--- src/rtl/ada_iaif_pipe.sv ---
// IA -> IF pipeline boundary: valid/ready on both sides, main entry plus a
// one-deep skid entry so the upstream ready comes straight from a flop.
// Each beat carries a PC, a sideband tag and a misaligned-PC flag.
module ada_iaif_pipe #(
    parameter int          PC_WIDTH   = 32,
    parameter int          TAG_WIDTH  = 4,
    parameter int          ALIGN_BITS = 2,
    parameter logic [31:0] RESET_PC   = 32'h0000_0000
) (
    input  logic                 clk,
    input  logic                 rst,
    input  logic [PC_WIDTH-1:0]  in_pc,
    input  logic [TAG_WIDTH-1:0] in_tag,
    input  logic                 in_valid,
    output logic                 in_ready,
    input  logic                 flush,
    output logic [PC_WIDTH-1:0]  out_pc,
    output logic [TAG_WIDTH-1:0] out_tag,
    output logic                 out_misaligned,
    output logic                 out_valid,
    input  logic                 out_ready
);

    localparam logic [PC_WIDTH-1:0] RESET_PC_W = PC_WIDTH'(RESET_PC);

    typedef enum logic [1:0] {
        ST_EMPTY = 2'd0,
        ST_ONE   = 2'd1,
        ST_TWO   = 2'd2
    } state_t;

    state_t               state_q,     state_d;
    logic                 in_ready_q,  in_ready_d;
    logic                 out_valid_q, out_valid_d;
    logic [PC_WIDTH-1:0]  main_pc_q,   main_pc_d;
    logic [TAG_WIDTH-1:0] main_tag_q,  main_tag_d;
    logic                 main_mis_q,  main_mis_d;
    logic [PC_WIDTH-1:0]  skid_pc_q,   skid_pc_d;
    logic [TAG_WIDTH-1:0] skid_tag_q,  skid_tag_d;
    logic                 skid_mis_q,  skid_mis_d;

    logic in_mis;
    logic accept;
    logic drain;

    // Misalignment is judged on the incoming PC and stored with the beat.
    generate
        if (ALIGN_BITS == 0) begin : g_no_align
            assign in_mis = 1'b0;
        end else begin : g_align
            assign in_mis = |in_pc[ALIGN_BITS-1:0];
        end
    endgenerate

    assign accept = in_valid & in_ready_q;
    assign drain  = out_valid_q & out_ready;

    // Occupancy next-state and entry updates; flush wins over any handshake.
    always_comb begin
        state_d    = state_q;
        main_pc_d  = main_pc_q;
        main_tag_d = main_tag_q;
        main_mis_d = main_mis_q;
        skid_pc_d  = skid_pc_q;
        skid_tag_d = skid_tag_q;
        skid_mis_d = skid_mis_q;

        if (flush) begin
            // Entries keep their contents so out_* never goes X; only
            // occupancy is dropped.
            state_d = ST_EMPTY;
        end else begin
            case (state_q)
                ST_EMPTY: begin
                    if (accept) begin
                        main_pc_d  = in_pc;
                        main_tag_d = in_tag;
                        main_mis_d = in_mis;
                        state_d    = ST_ONE;
                    end
                end
                ST_ONE: begin
                    if (accept && !drain) begin
                        // Main is still waiting on IF; park the new beat.
                        skid_pc_d  = in_pc;
                        skid_tag_d = in_tag;
                        skid_mis_d = in_mis;
                        state_d    = ST_TWO;
                    end else if (accept && drain) begin
                        main_pc_d  = in_pc;
                        main_tag_d = in_tag;
                        main_mis_d = in_mis;
                    end else if (drain) begin
                        state_d = ST_EMPTY;
                    end
                end
                ST_TWO: begin
                    // in_ready is low here, so only a drain can happen.
                    if (drain) begin
                        main_pc_d  = skid_pc_q;
                        main_tag_d = skid_tag_q;
                        main_mis_d = skid_mis_q;
                        state_d    = ST_ONE;
                    end
                end
                default: state_d = ST_EMPTY;
            endcase
        end
    end

    // Handshake outputs are precomputed so both come straight from flops.
    always_comb begin
        in_ready_d  = (state_d != ST_TWO);
        out_valid_d = (state_d != ST_EMPTY);
    end

    // State and storage registers; active-low synchronous reset overrides all.
    always_ff @(posedge clk) begin
        if (!rst) begin
            state_q     <= ST_EMPTY;
            in_ready_q  <= 1'b1;
            out_valid_q <= 1'b0;
            main_pc_q   <= RESET_PC_W;
            main_tag_q  <= '0;
            main_mis_q  <= 1'b0;
            skid_pc_q   <= RESET_PC_W;
            skid_tag_q  <= '0;
            skid_mis_q  <= 1'b0;
        end else begin
            state_q     <= state_d;
            in_ready_q  <= in_ready_d;
            out_valid_q <= out_valid_d;
            main_pc_q   <= main_pc_d;
            main_tag_q  <= main_tag_d;
            main_mis_q  <= main_mis_d;
            skid_pc_q   <= skid_pc_d;
            skid_tag_q  <= skid_tag_d;
            skid_mis_q  <= skid_mis_d;
        end
    end

    assign in_ready       = in_ready_q;
    assign out_valid      = out_valid_q;
    assign out_pc         = main_pc_q;
    assign out_tag        = main_tag_q;
    assign out_misaligned = main_mis_q;

endmodule

--- config.mk ---
export PLATFORM = sky130hd
export DESIGN_NAME = ada_iaif_pipe
export DESIGN_NICKNAME = d
export VERILOG_FILES = /design/src/rtl/ada_iaif_pipe.sv
export SDC_FILE = /design/constraint.sdc
export NUM_CORES = 1
export LEC_CHECK = 0
export ABC_AREA = 1
export CELL_PAD_IN_SITES_DETAIL_PLACEMENT = 0
export CELL_PAD_IN_SITES_GLOBAL_PLACEMENT = 1
export CORE_MARGIN = 1
export CORE_UTILIZATION = 37
export DETAILED_ROUTE_END_ITERATION = 16
export MAX_ROUTING_LAYER = met4
export PLACE_DENSITY = 0.9
export SKIP_CTS_REPAIR_TIMING = 1
export SYNTH_ARGS = -nofsm -noshare
export SYNTH_HDL_FRONTEND = slang
export SYNTH_SLANG_ARGS = --single-unit
--- constraint.sdc ---
create_clock -name clk -period 2.5 [get_ports clk]
set_clock_uncertainty 0.05 [all_clocks]
set_input_delay 0.375 -clock clk [delete_from_list [all_inputs] [get_ports clk]]
set_output_delay 0.375 -clock clk [all_outputs]
set_load 0.01 [all_outputs]
Yosys cells after proc, flatten, opt, wreduce, memory -nomap -nowiden. Index checks and enable logic that the tools add are counted.

Add/sub/neg operators: 0. $mul: 0. Div/mod/pow operators: 0. $lt $le $gt $ge: 0. Equal/unequal tests: 7. Shift operators: 0. Mux-type cells: 22. Bitwise gates (word level): 3. Reductions and logical operators: 9.

Operators with widths (number): 32-bit 2-to-1 mux (4); 32-bit case mux with 3 select lines (1); 4-bit 2-to-1 mux (4); 2-bit 2-to-1 mux (6); 4-bit case mux with 3 select lines (1); 2-bit inequality test, second input constant (5); 2-bit case mux with 3 select lines (1); 6-bit AND reduction (1); 1-bit 2-to-1 mux (4); 1-bit case mux with 3 select lines (1); 3-bit AND reduction (1); 3-bit nonzero test (1); 1-bit bitwise AND (2); 2-bit by 1-bit equality test with 1-bit output, second input constant (1); 2-bit equality test, second input constant (1); 1-bit logical AND (2); 2-bit zero test (1); 2-bit nonzero test (1); 2-bit OR reduction (1); 1-bit zero test (1); 1-bit NOT (1).

Register bits after elaboration: 78. Latch bits: 0. Memory bits (writable): 0. Bits in read-only memories: 0. Input bits: 41. Logic and storage cells: 50. Memories: 0.

Depth between registers and ports, before layout. Gate-level depths: netlist (run 1).

Depth in word-level cells: 7. Depth in mapped cells: 8. Depth with buffers taken out: 7.

Worst setup path before layout (run 1). Ideal clock, no wire load.

Path kind: reg-to-reg. Start point: reg out_valid_q (netlist: out_valid). End point: reg main_mis_q (netlist: out_misaligned). Library setup time: 0.113 ns. Arrival time: 1.129 ns. Data required time: 2.337 ns. Slack: 1.208 ns. Stages on the path, launching flop included: 8. Buffers on the path: 2. Clock period less this slack: 1.292 ns. Cell sequence: dfxtp_1 > nand2_1 > o21ai_1 > nand3_1 > buf_4 > buf_2 > nor2_1 > nor2_1.

Cells in the longest elaborated chain, start to end: 5.

Ends and longest elaborated chain: start, declared (line 34) `logic out_valid_q, out_valid_d;`; start signal, assigned (line 132) `out_valid_q <= out_valid_d;`; 1-bit bitwise AND * (line 56) `assign drain = out_valid_q & out_ready;`; 1-bit zero test (line 83) `if (accept && !drain) begin`; 1-bit logical AND (line 83); 2-bit inequality test (no source line); 6-bit AND reduction (no source line) *; end signal, assigned (line 135) `main_mis_q <= main_mis_d;`; end, declared (line 37) `logic main_mis_q, main_mis_d;`.

Every way passes the cells marked *; elsewhere a longest branch is shown, timed or not. A chain may end at the register's enable or synchronous reset.

Final worst setup path (run 1).
Start point: reg state_q[1]. End point: reg main_pc_q[8] (netlist: out_pc[8]).

Cells in the longest elaborated chain, start to end: 3.

Ends and longest elaborated chain: start, declared (line 32) `state_t state_q, state_d;`; start signal, assigned (line 130) `state_q <= state_d;`; 2-bit by 1-bit equality test with 1-bit output (tied with other cells) (line 73) `case (state_q)`; 2-bit inequality test (no source line) / 3-bit nonzero test (equally long branches); 6-bit AND reduction (no source line); end signal, assigned (line 133) `main_pc_q <= main_pc_d;`; end, declared (line 35) `logic [PC_WIDTH-1:0] main_pc_q, main_pc_d;`.

Parallel ways exist; a longest one is shown, timed or not.

==> flow_metrics.tcl, run 1 <==
set metrics [dict create \
    status "finished, final reports clean" \
    synth_edf_count 0 \
    initial_utilization 0.379 \
    rrSetupSlack_ns 0.69 \
    synth_most_common_cell "nand2_1" \
    worstMarginPinSlew_ns 0.696 \
    endpoint_kind "flip-flop" \
    maxSlewViolCount 0 \
    cellInternalPower_mw 2.20 \
    die_w_um 99.1 \
    drtPass1Iterations 4 \
    drtIter0Drc 159 \
    rsz0062_at_grt "no" \
    nets 650 \
    r2r_start "state_q[1]$_SDFF_PN0_" \
    setup_tns_ns 0 \
    grt_max_degree 76 \
    period_share 0.726 \
    ys_ff_latch 78 \
    hold_slack_ns 0.412 \
    clk_latency_ns 0.34 \
    synth_common_cells "nand2_1, dfxtp_1, nor2_1, inv_1" \
    powerDensity_nw_per_um2 637 \
    syn_area_um2 3490 \
    hold_class "flip-flop to flip-flop" \
    ir_drop_mv 0.301 \
    max_clock_freq_ghz 0.551 \
    power_frac_seq 0.458 \
    antenna_cells 0 \
    routed_wl_mm 8.45 \
    cts_tree "built" \
    postSynthCellCount 546 \
    p_sw_mw 0.708 \
    grt_overflow 0 \
    required_ns 2.69 \
    die-area_um2 9820 \
    clockRootBuffer "clkbuf_8" \
    dp_hpwl_mm 5.27 \
    critPathArrivalTime_ns 2.01 \
    ff2ff_path_depth 7 \
    cp_max_fo 37 \
    antenna_found_initial 0 \
    clockPowerShare 0.396 \
    syn_avg_cell_area_um2 6.39 \
    syn_nets 587 \
    p_sw_frac 0.244 \
    clock_path_buffers 2 \
    min_period_ns 1.81 \
    ctsHtreeMaxLevel 3 \
    ys_top_cells_by_area "dfxtp_1, nand2_1, nor2_1" \
    synth_area_leader_cell "dfxtp_1" \
    gp_congestion 0.780 \
    grt_pass1_vias 3181 \
    power_frac_comb 0.145 \
    synthToLayoutAreaGrowth_pct 30.7 \
    holdPathEnd "skid_pc_q[6]$_SDFFE_PN0P_" \
    yosysTopAreaCellShare 0.447 \
    clock_sinks 78 \
    detail_route.vias_per_cell 4.56 \
    ioPinCount 80 \
    synthFlopType "dfxtp_1" \
    cts-buffers-inserted 9 \
    ant_nets 0 \
    synthArstFlopShare 0 \
    grt_usage 0.191 \
    core_area_um2 9200 \
    r2r-end "out_pc[8]$_SDFFE_PN0P_" \
    instances_no_fill 725 \
    grt_pass1_wl_mm 14.8 \
    setup_viol 0 \
    finalHoldViolations 0 \
    ys_seq_area_frac 0.447 \
    die_h_um 99.1 \
    worstSetupPathType "flip-flop to flip-flop" \
    whs_path_depth 2 \
    drv_cap 0 \
    drc 0 \
    yosysWarnings 0 \
    drive_gt1_frac 0.0521 \
    vias 3305 \
    rows 35 \
    hold_path.startpoint "skid_pc_q[6]$_SDFFE_PN0P_" \
    placed_cells 709 \
    max_slew_margin 0.534 \
    port-buffer-count 79 \
    p_leak_nw 2.07 \
    synth_cell_types 16 \
    worstSetupStartpointType "flip-flop" \
    avgRoutedWirePerCell_um 11.7 \
    clkTransAtPathRegs_ns 0.08 \
]
metal layers:
| layer | vias to the layer above | share of wire | GRT usage |
|---|---|---|---|
| li1 | 1770 | - | - |
| met1 | 1455 | 0.50 | 0.252 |
| met2 | 71 | 0.44 | 0.302 |
| met3 | 9 | 0.049 | 0.0429 |
| met4 | 0 | 0.0091 | 0.0441 |
| met5 | - | 0 | - |
through the flow:
stage           util  instance area, um^2  worst slack, ns  power (mW)
3_5_place_dp   0.469                 4310            0.501        1.78
3_3_place_gp   0.469                 4310            0.555        1.78
2_1_floorplan      -                 3490             1.21        1.58
6_report       0.496                 4560            0.685        2.91
5_1_grt        0.496                 4560            0.475        3.06
4_1_cts        0.496                 4560            0.670        2.94
area by class of cell:
cell class | count | area (um^2)
multi-input cells | 391 | 1600
clock buffers | 11 | 141
repair buffers | 86 | 851
clock inverters | 5 | 106
fillers | 947 | 4630
well taps | 111 | 139
flip-flops and latches | 78 | 1560
inverters | 43 | 161
state kept, by name, indices dropped and copies added (netlist names):
register / cells
out_tag: 4
in_ready: 1
skid_mis_q: 1
out_pc: 32
out_misaligned: 1
out_valid: 1
skid_pc_q: 32
skid_tag_q: 4
state_q: 2
worst max-delay path: stages (launching register included):
cell,delay [ns]
dfxtp_1,0.38
inv_2,0.07
nor2_4,0.40
inv_2,0.41
nand2_1,0.14
nand2_1,0.06
nor2_1,0.14
nor2_1,0.06
cells by family after synthesis:
kind of cell	after synthesis	synth area share
and+or+nand+nor	351	0.394
AOI/OAI and AO/OA	40	0.0584
DFF	78	0.447
buffers and inverters	77	0.100
layout by cell type, fill, tap and decap left out, types with 2 or more instances in the layout:
master           netlist  layout
nor2_1                78      78
nor2_4                 0       2
bufinv_16              0       3
clkdlybuf4s50_1        0      78
clkbuf_8               0      10
nand3_1               38      37
inv_2                  3       3
dfxtp_1               78      78
a21oi_1               38      38
buf_4                  7       6
nand2_1              231     231
inv_1                 40      40
power groups by stage:
stage | combinational (mW) | clock, mW | sequential [mW]
3_3_place_gp | 0.421 | 0 | 1.36
6_report | 0.423 | 1.15 | 1.33
3_5_place_dp | 0.424 | 0 | 1.36
4_1_cts | 0.427 | 1.18 | 1.33
5_1_grt | 0.475 | 1.25 | 1.34
2_1_floorplan | 0.197 | 0 | 1.38
worst max path at each step:
stage	from	to	slack, ns	depth (start not counted)
floorplan	out_valid$_SDFF_PN0_	out_misaligned$_SDFFE_PN0P_	1.21	7
global placement	in_valid	skid_pc_q[19]$_SDFFE_PN0P_	0.56	6
detailed placement	in_valid	skid_pc_q[17]$_SDFFE_PN0P_	0.50	6
CTS	state_q[1]$_SDFF_PN0_	out_pc[8]$_SDFFE_PN0P_	0.67	7
global route	state_q[1]$_SDFF_PN0_	out_pc[7]$_SDFFE_PN0P_	0.47	7
finish	state_q[1]$_SDFF_PN0_	out_pc[8]$_SDFFE_PN0P_	0.69	7
No activity file was read; power rests on OpenSTA's default activity.
==> run 2, diff against run 1 <==
Settings changed: CORE_UTILIZATION 37 to 34, PLACE_DENSITY 0.9 to 0.84.
Clock period 2.5 ns to 1.7 ns, I/O delays scaled along.
==> flow_metrics.tcl, run 2 (synthesized netlist as in run 1, its figures left out) <==
set metrics [dict create \
    gp_congestion 0.767 \
    period_share 0.951 \
    drv_cap 0 \
    clk_latency_ns 0.34 \
    rows 36 \
    die-area_um2 10700 \
    drtPass1Iterations 4 \
    required_ns 1.39 \
    maxSlewViolCount 0 \
    grt_usage 0.176 \
    rsz0062_at_grt "no" \
    drive_gt1_frac 0.0566 \
    core_area_um2 9860 \
    dp_hpwl_mm 5.57 \
    grt_overflow 0 \
    grt_pass1_wl_mm 14.2 \
    layout_commonest_cell "nand2_1" \
    cp_max_fo 3 \
    crit_slowest_cell "clkdlybuf4s50_1" \
    worstSetupStartpointType "flip-flop" \
    max_slew_margin 0.562 \
    hold_path.startpoint "rst" \
    initial_utilization 0.354 \
    ant_nets 0 \
    p_leak_nw 2.09 \
    worstSetupPathType "flip-flop to output pin" \
    r2r_start "state_q[0]$_SDFF_PN0_" \
    fillers 1011 \
    finalHoldViolations 0 \
    antenna_cells 0 \
    cts_tree "built" \
    grt_max_degree 44 \
    hold_slack_ns 0.221 \
    worstMarginPinSlew_ns 0.656 \
    register_area_um2 1560 \
    cp_slowest_stage_delay_ns 0.56 \
    routed_wl_mm 8.69 \
    die_h_um 103 \
    avgRoutedWirePerCell_um 11.6 \
    critPathArrivalTime_ns 1.31 \
    rrSetupSlack_ns 0.22 \
    r2r-end "out_tag[3]$_SDFFE_PN0P_" \
    nets 654 \
    synthToLayoutAreaGrowth_pct 32.5 \
    cts-buffers-inserted 9 \
    vias 3314 \
    detail_route.vias_per_cell 4.41 \
    setup_viol 0 \
    hold_class "input pin to flip-flop" \
    crit_path_cell_trace "clkdlybuf4s50_1" \
    placed_cells 735 \
    ctsHtreeMaxLevel 3 \
    ir_drop_mv 0.341 \
    antenna_found_initial 0 \
    min_period_ns 1.62 \
    grt_pass1_vias 3016 \
    holdPathEnd "out_pc[28]$_SDFFE_PN0P_" \
    drtIter0Drc 167 \
    status "finished, final reports clean" \
    whs_path_depth 3 \
    final_cell_mix "nand2_1, nor2_1, dfxtp_1, clkdlybuf4s50_1, inv_1" \
    path_buf_inv 1 \
    clkTransAtPathRegs_ns 0.08 \
    clockRootBuffer "clkbuf_8" \
    clock_path_buffers 2 \
    final_util 0.469 \
    endpoint_kind "output pin" \
    clock_sinks 78 \
    max_clock_freq_ghz 0.619 \
    powerDensity_nw_per_um2 890 \
    instances_no_fill 751 \
    multi_input_area_um2 1600 \
    die_w_um 103 \
    cp_top_family "buffers and inverters" \
    drc 0 \
    ioPinCount 80 \
    port-buffer-count 79 \
    ff2ff_path_depth 6 \
]
==> run 2: cell count changes in the layout (fill, tap and decap cells not counted), sizes merged <==
cell      change
buf           +4
bufinv        -1
clkbuf        +1
clkinv        +1
clkinvlp      -1
==> run 2: worst max-delay path by stage <==
stage,end,cells past startpoint,startpoint
2_1_floorplan,out_misaligned$_SDFFE_PN0P_,7,out_valid$_SDFF_PN0_
3_3_place_gp,out_tag[1]$_SDFFE_PN0P_,7,out_ready
3_5_place_dp,out_pc[18]$_SDFFE_PN0P_,7,out_ready
4_1_cts,out_valid,1,out_valid$_SDFF_PN0_
5_1_grt,out_valid,1,out_valid$_SDFF_PN0_
6_report,out_valid,1,out_valid$_SDFF_PN0_
==> run 2: layout make-up <==
type                       instances  share of cell area
sequential                        78               0.338
tap                              133              0.0360
inverter                          43              0.0349
timing repair buffer              90               0.199
clock buffer                      12              0.0314
multi-input combinational        391               0.346
clock inverter                     4              0.0152
==> run 2: worst reg2reg max path, cell delays in order, from the launching register on <==
cell	delay [ns]
dfxtp_1	0.44
nor2_4	0.07
inv_2	0.48
nand2_1	0.11
nand2_1	0.10
nor2_1	0.05
nor2_1	0.12
==> run 2: power breakdown <==
| part | internal [mW] | total (mW) | switching, mW |
|---|---|---|---|
| clock | 0.864 | 1.52 | 0.657 |
| combinational | 0.316 | 0.638 | 0.322 |
| sequential | 1.91 | 1.96 | 0.0472 |
==> run 2: stage by stage <==
stage	setup slack [ns]	power (mW)	TNS [ns]	cell area, um^2
2_1_floorplan	0.408	2.32	0	3490
3_3_place_gp	0.0166	2.63	0	4410
3_5_place_dp	-0.0297	2.64	-0.197	4410
4_1_cts	0.0687	4.17	0	4620
5_1_grt	0.0405	4.33	0	4620
6_report	0.0838	4.12	0	4620
==> run 2: layer usage <==
| layer | routed length, um | GRT usage |
|---|---|---|
| met4 | 60 | 0.0650 |
| met2 | 3990 | 0.277 |
| met1 | 4260 | 0.229 |
| met5 | 0 | - |
| met3 | 384 | 0.0235 |
==> run 3, diff against run 2 <==
Settings changed: CAP_MARGIN set to 20.
==> results of run 3 <==
No change in the layout: final DEF, timing and power equal those of run 2.
